<file path="src/rtl/jtag_pkg.sv">
// Shared TAP state encodings and instruction opcodes.
// The IDCODE register is built only when JTAG_IDCODE_EN is defined.
package jtag_pkg;

    typedef enum logic [3:0] {
        TLR      = 4'hF,
        RTI      = 4'hC,
        SEL_DR   = 4'h7,
        CAP_DR   = 4'h6,
        SH_DR    = 4'h2,
        EX1_DR   = 4'h1,
        PAUSE_DR = 4'h3,
        EX2_DR   = 4'h0,
        UPD_DR   = 4'h5,
        SEL_IR   = 4'h4,
        CAP_IR   = 4'hE,
        SH_IR    = 4'hA,
        EX1_IR   = 4'h9,
        PAUSE_IR = 4'hB,
        EX2_IR   = 4'h8,
        UPD_IR   = 4'hD
    } tap_state_e;

    localparam logic [3:0] OP_IDCODE = 4'b0001;
    localparam logic [3:0] OP_USER   = 4'b0010;
    localparam logic [3:0] OP_BYPASS = 4'b1111;

    function automatic logic is_shift(tap_state_e s);
        return (s == SH_DR) || (s == SH_IR);
    endfunction

endpackage

</file>
<file path="src/rtl/jtag_tap_fsm.sv">
// 16-state IEEE 1149.1 TAP controller, advanced by tms on posedge tck.
// Asynchronous active-low trst forces Test-Logic-Reset.
module jtag_tap_fsm
    import jtag_pkg::*;
(
    input  logic       tck,
    input  logic       trst,
    input  logic       tms,
    output tap_state_e state
);

    always_ff @(posedge tck or negedge trst) begin
        if (!trst) begin
            state <= TLR;
        end else begin
            unique case (state)
                TLR:      state <= tms ? TLR    : RTI;
                RTI:      state <= tms ? SEL_DR : RTI;
                SEL_DR:   state <= tms ? SEL_IR : CAP_DR;
                CAP_DR:   state <= tms ? EX1_DR : SH_DR;
                SH_DR:    state <= tms ? EX1_DR : SH_DR;
                EX1_DR:   state <= tms ? UPD_DR : PAUSE_DR;
                PAUSE_DR: state <= tms ? EX2_DR : PAUSE_DR;
                EX2_DR:   state <= tms ? UPD_DR : SH_DR;
                UPD_DR:   state <= tms ? SEL_DR : RTI;
                SEL_IR:   state <= tms ? TLR    : CAP_IR;
                CAP_IR:   state <= tms ? EX1_IR : SH_IR;
                SH_IR:    state <= tms ? EX1_IR : SH_IR;
                EX1_IR:   state <= tms ? UPD_IR : PAUSE_IR;
                PAUSE_IR: state <= tms ? EX2_IR : PAUSE_IR;
                EX2_IR:   state <= tms ? UPD_IR : SH_IR;
                UPD_IR:   state <= tms ? SEL_DR : RTI;
            endcase
        end
    end

endmodule

</file>
<file path="src/rtl/jtag_tap_ctrl.sv">
// JTAG TAP with IR, BYPASS, USER and optional IDCODE data registers.
// Define JTAG_IDCODE_EN to build IDCODE and make it the reset instruction.
module jtag_tap_ctrl
    import jtag_pkg::*;
#(
    parameter int          IR_W       = 4,
    parameter int          DR_W       = 8,
    parameter logic [31:0] IDCODE_VAL = 32'h1000_0001
) (
    input  logic            tck,
    input  logic            trst,
    input  logic            tms,
    input  logic            tdi,
    output logic            tdo,
    output logic            tdo_en,
    input  logic [DR_W-1:0] user_dr_in,
    output logic [DR_W-1:0] user_dr_out,
    output logic            user_update,
    output logic [3:0]      tap_state
);

    localparam logic [IR_W-1:0] IR_IDCODE = IR_W'(OP_IDCODE);
    localparam logic [IR_W-1:0] IR_USER   = IR_W'(OP_USER);
    localparam logic [IR_W-1:0] IR_BYPASS = IR_W'(OP_BYPASS);
`ifdef JTAG_IDCODE_EN
    localparam logic [IR_W-1:0] IR_RESET  = IR_IDCODE;
`else
    localparam logic [IR_W-1:0] IR_RESET  = IR_BYPASS;
`endif

    tap_state_e      state;
    logic [IR_W-1:0] ir;
    logic [IR_W-1:0] ir_sr;
    logic [DR_W-1:0] user_sr;
    logic            bypass_sr;
    logic            sel_user;
    logic            sel_bypass;
    logic            dr_lsb;
    logic            shift_lsb;
`ifdef JTAG_IDCODE_EN
    logic [31:0]     idcode_sr;
    logic            sel_idcode;
`else
    logic            unused_cfg;
    assign unused_cfg = ^{IDCODE_VAL, IR_IDCODE};
`endif

    jtag_tap_fsm u_fsm (
        .tck   (tck),
        .trst  (trst),
        .tms   (tms),
        .state (state)
    );

    assign tap_state = state;

    always_comb begin
        sel_user   = (ir == IR_USER);
`ifdef JTAG_IDCODE_EN
        sel_idcode = (ir == IR_IDCODE);
        sel_bypass = !sel_user && !sel_idcode;
`else
        sel_bypass = !sel_user;
`endif
    end

    always_comb begin
        dr_lsb = bypass_sr;
        unique case (1'b1)
            sel_user:   dr_lsb = user_sr[0];
`ifdef JTAG_IDCODE_EN
            sel_idcode: dr_lsb = idcode_sr[0];
`endif
            default:    dr_lsb = bypass_sr;
        endcase
        shift_lsb = (state == SH_IR) ? ir_sr[0] : dr_lsb;
    end

    always_ff @(posedge tck or negedge trst) begin
        if (!trst) begin
            ir          <= IR_RESET;
            ir_sr       <= '0;
            user_sr     <= '0;
            bypass_sr   <= 1'b0;
            user_dr_out <= '0;
            user_update <= 1'b0;
`ifdef JTAG_IDCODE_EN
            idcode_sr   <= '0;
`endif
        end else begin
            user_update <= 1'b0;
            unique case (state)
                // Soft reset via tms keeps the last user_dr_out
                TLR: begin
                    ir        <= IR_RESET;
                    ir_sr     <= '0;
                    user_sr   <= '0;
                    bypass_sr <= 1'b0;
`ifdef JTAG_IDCODE_EN
                    idcode_sr <= '0;
`endif
                end
                CAP_IR: ir_sr <= IR_W'(1);
                SH_IR:  ir_sr <= {tdi, ir_sr[IR_W-1:1]};
                UPD_IR: ir    <= ir_sr;
                CAP_DR: begin
                    bypass_sr <= 1'b0;
                    if (sel_user) user_sr <= user_dr_in;
`ifdef JTAG_IDCODE_EN
                    if (sel_idcode) idcode_sr <= {IDCODE_VAL[31:1], 1'b1};
`endif
                end
                SH_DR: begin
                    if (sel_bypass) bypass_sr <= tdi;
                    if (sel_user) user_sr <= {tdi, user_sr[DR_W-1:1]};
`ifdef JTAG_IDCODE_EN
                    if (sel_idcode) idcode_sr <= {tdi, idcode_sr[31:1]};
`endif
                end
                UPD_DR: begin
                    if (sel_user) begin
                        user_dr_out <= user_sr;
                        user_update <= 1'b1;
                    end
                end
                default: ;
            endcase
        end
    end

    always_ff @(negedge tck or negedge trst) begin
        if (!trst) begin
            tdo    <= 1'b0;
            tdo_en <= 1'b0;
        end else begin
            tdo_en <= is_shift(state);
            tdo    <= is_shift(state) ? shift_lsb : 1'b0;
        end
    end

endmodule

</file>
<file path="config.mk">
export PLATFORM = sky130hd
export DESIGN_NAME = jtag_tap_ctrl
export DESIGN_NICKNAME = d
export VERILOG_FILES = /design/src/rtl/jtag_pkg.sv /design/src/rtl/jtag_tap_fsm.sv /design/src/rtl/jtag_tap_ctrl.sv
export SDC_FILE = /design/constraint.sdc
export NUM_CORES = 1
export LEC_CHECK = 0
export ABC_AREA = 0
export BUFFER_PORTS_ARGS = -buffer_cell sky130_fd_sc_hd__buf_2
export CAP_MARGIN = 20
export CORE_ASPECT_RATIO = 2
export CORE_MARGIN = 3
export CORE_UTILIZATION = 43
export DETAILED_ROUTE_END_ITERATION = 7
export GPL_TIMING_DRIVEN = 0
export SLEW_MARGIN = 10
export SYNTH_ARGS = -nofsm -noshare
export SYNTH_HDL_FRONTEND = slang
export SYNTH_SLANG_ARGS = --single-unit
</file>
<file path="constraint.sdc">
create_clock -name tck -period 1.96 [get_ports tck]
set_input_delay 0.49 -clock tck [delete_from_list [all_inputs] [get_ports tck]]
set_output_delay 0.49 -clock tck [all_outputs]
set_load 0.005 [all_outputs]
</file>
==> impl_metrics.ini <==
[hold_path]
hold_path.class = in -> async

[route]
antenna_left = 0
vias = 1063
first_pass_iters = 4
first_iter_violations = 24
route.detailed.drc = 0
via_per_inst = 5.42
drt-total-wl_microns = 3000
wire_per_inst_microns = 15.3

[logic_synthesis]
syn_inst = 129
avgSynthCellArea_sq_um = 11.4
synth-simple-area-share = 0.131
synth-seq-cells = 32
synth-compound-area-share = 0.100
synthMuxAreaShare = 0.184
async_flop_share = 1.00
synthesis.nets = 141
yosysSeqAreaShare = 0.550
synthXorXnorAreaFrac = 0
yosysWarnings = 0
yosys.area_share.adder = 0
synth_top_family_by_area = multiplexers
synth-edff-count = 0
synth_area_sq_mm = 0.00148
ys_types = 31
synthFlopType = dfrtp_1

[floorplan]
start_util = 0.457
fp.dieArea_sq_mm = 0.00421
io-pin-count = 27
fp.dieH_microns = 88.8
rows = 29
core_sq_mm = 0.00323
die_x_microns = 47.4

[worst_setup_path]
reg2regPathDepth = 3
cp-start-kind = register
critPathMaxStageDelay_ns = 0.53
critPathArrivalTime_ns = 1.45
critPathTopFamily = flip-flops
cp_slowest_cell = dfstp_2
critPathKind = reg -> reg
cp_max_fo = 2
r2r-start = ir[1]
path_cells = nor4b_4, mux2i_1, a2111oi_2
critical_path_required_ns = 1.08
crit_buf_inv = 0
rrSetupSlack_ns = -0.37
cp-end-kind = register
timing.rr.end = tdo

[power_and_ir_drop]
peakVddDrop_uv = 836
finalPower_mw = 2.59
p_leak_nw = 0.864
power_density_mw_per_mm2 = 1460

[sta]
slew_headroom = 0.533
worstMarginPinSlew_ns = 0.701
finalClockSkew_ns = 0.00922
setup_viol = 3
setup_ws_ns = -0.366
grt_setup_unrepaired = true
setup_tns_ns = -0.915
hold_viol_final = 0
drv_slew = 0

[cts]
numCtsBuffers = 5
cts_tree = yes
cts.path.max_buffers = 2
cts-root-buf = clkbuf_8
htreeDepth = 2
clk_pin_slew_ns = 0.06
clock_sinks = 32
clk_latency_ns = 0.28

[run_status]
status = finished with violations
violations = setup timing

[place]
place_ws_ns = -0.466
dp_hpwl_microns = 2170
port_buffers = 26
dp.cells = 186
gp_congestion = 0.823

[cells_and_area]
layout-drive-gt1-share = 0.358
syn2layout_area_growth_pct = 20.0
regArea_sq_um = 811
num-fill-cells = 302
fin_cells = 196
layout.nets = 176
layout_commonest_cell = buf_2
mostFrequentLayoutCells = buf_2 (27), dfrtp_1 (22), nand2_1 (20), mux2i_1 (17), o21ai_0 (12)
multi_input_area_sq_um = 621
utilization = 0.548
n_antenna_cell = 0

[global_route]
grt_max_degree = 33
track_usage = 0.168
grt_pass1_wl_microns = 4910
grt_pass1_vias = 1081
antenna_found_initial = 0
grt-ovfl-total = 0

[job]
drv_cap = 0
[registers in the layout, summed over array words and instances (netlist names)]
register	count
u_fsm.state	4
user_dr_out	8
tdo	1
user_update	1
user_sr	8
ir	4
ir_sr	4
bypass_sr	1
tdo_en	1
[routing by layer]
metal | GRT usage | wire, microns | part of all wire | up-vias
met4 | 0.0856 | 69 | 0.023 | 0
met1 | 0.179 | 1140 | 0.38 | 505
li1 | - | - | - | 523
met3 | 0.0367 | 102 | 0.034 | 7
met5 | 0 | 0 | 0 | -
met2 | 0.292 | 1690 | 0.56 | 28
[power breakdown]
part	internal, mW	total (mW)	switching [mW]
clock network	0.285	0.513	0.229
logic	0.426	0.928	0.502
registers	0.954	1.15	0.196
total	1.67	2.59	0.927
[Yosys cell counts (2+ instances only)]
library cell	n	area share
a22oi_1	3	0.015
buf_2	2	0.0068
clkbuf_1	2	0.0051
dfrtn_1	2	0.034
dfrtp_1	22	0.37
dfstp_2	8	0.14
inv_1	3	0.0076
mux2_2	9	0.069
mux2i_1	17	0.12
nand2_1	20	0.051
nor2_1	9	0.023
nor2b_1	2	0.0085
o21ai_0	12	0.041
[repair_timing]
| action | CTS | global route |
|---|---|---|
| setup endpoints to repair | 4 | 4 |
| setup buffers | 1 | 1 |
| gates resized for setup | 3 | 1 |
| hold buffers | 0 | 0 |
| pin swaps | 0 | 1 |
[cell families (layout without fill, tap and decap cells)]
group                  after synthesis  count (layout)
AO/OA/AOI/OAI                       22              22
buffers and inverters               10              46
flip-flops                          32              32
multiplexers                        26              26
AND/OR/NAND/NOR                     39              39
[through the flow]
step,cell area (sq um),hold slack (ns)
2_1_floorplan,1480,0.194
3_3_place_gp,1640,0.470
3_5_place_dp,1640,0.481
4_1_cts,1760,0.272
5_1_grt,1770,0.293
6_report,1770,0.256
[how the worst max path moves through the flow]
stage	slack (ns)	cells after the start	from	endpoint
after floorplan	-0.27	3	ir[1]	tdo
after global placement	-0.43	3	ir[1]	tdo
after detailed placement	-0.47	3	ir[1]	tdo
after CTS	-0.40	3	ir[1]	tdo
after global routing	-0.45	3	ir[1]	tdo
final	-0.37	3	ir[1]	tdo
[layout make-up]
cell class	count	area share
Clock buffer	7	0.0488
Clock inverter	1	0.00424
Multi-Input combinational cell	87	0.351
Inverter	3	0.00636
Tap cell	31	0.0219
Timing Repair Buffer	28	0.0820
Sequential cell	32	0.458
Buffer	7	0.0283
(Power assumes the default switching activity.)
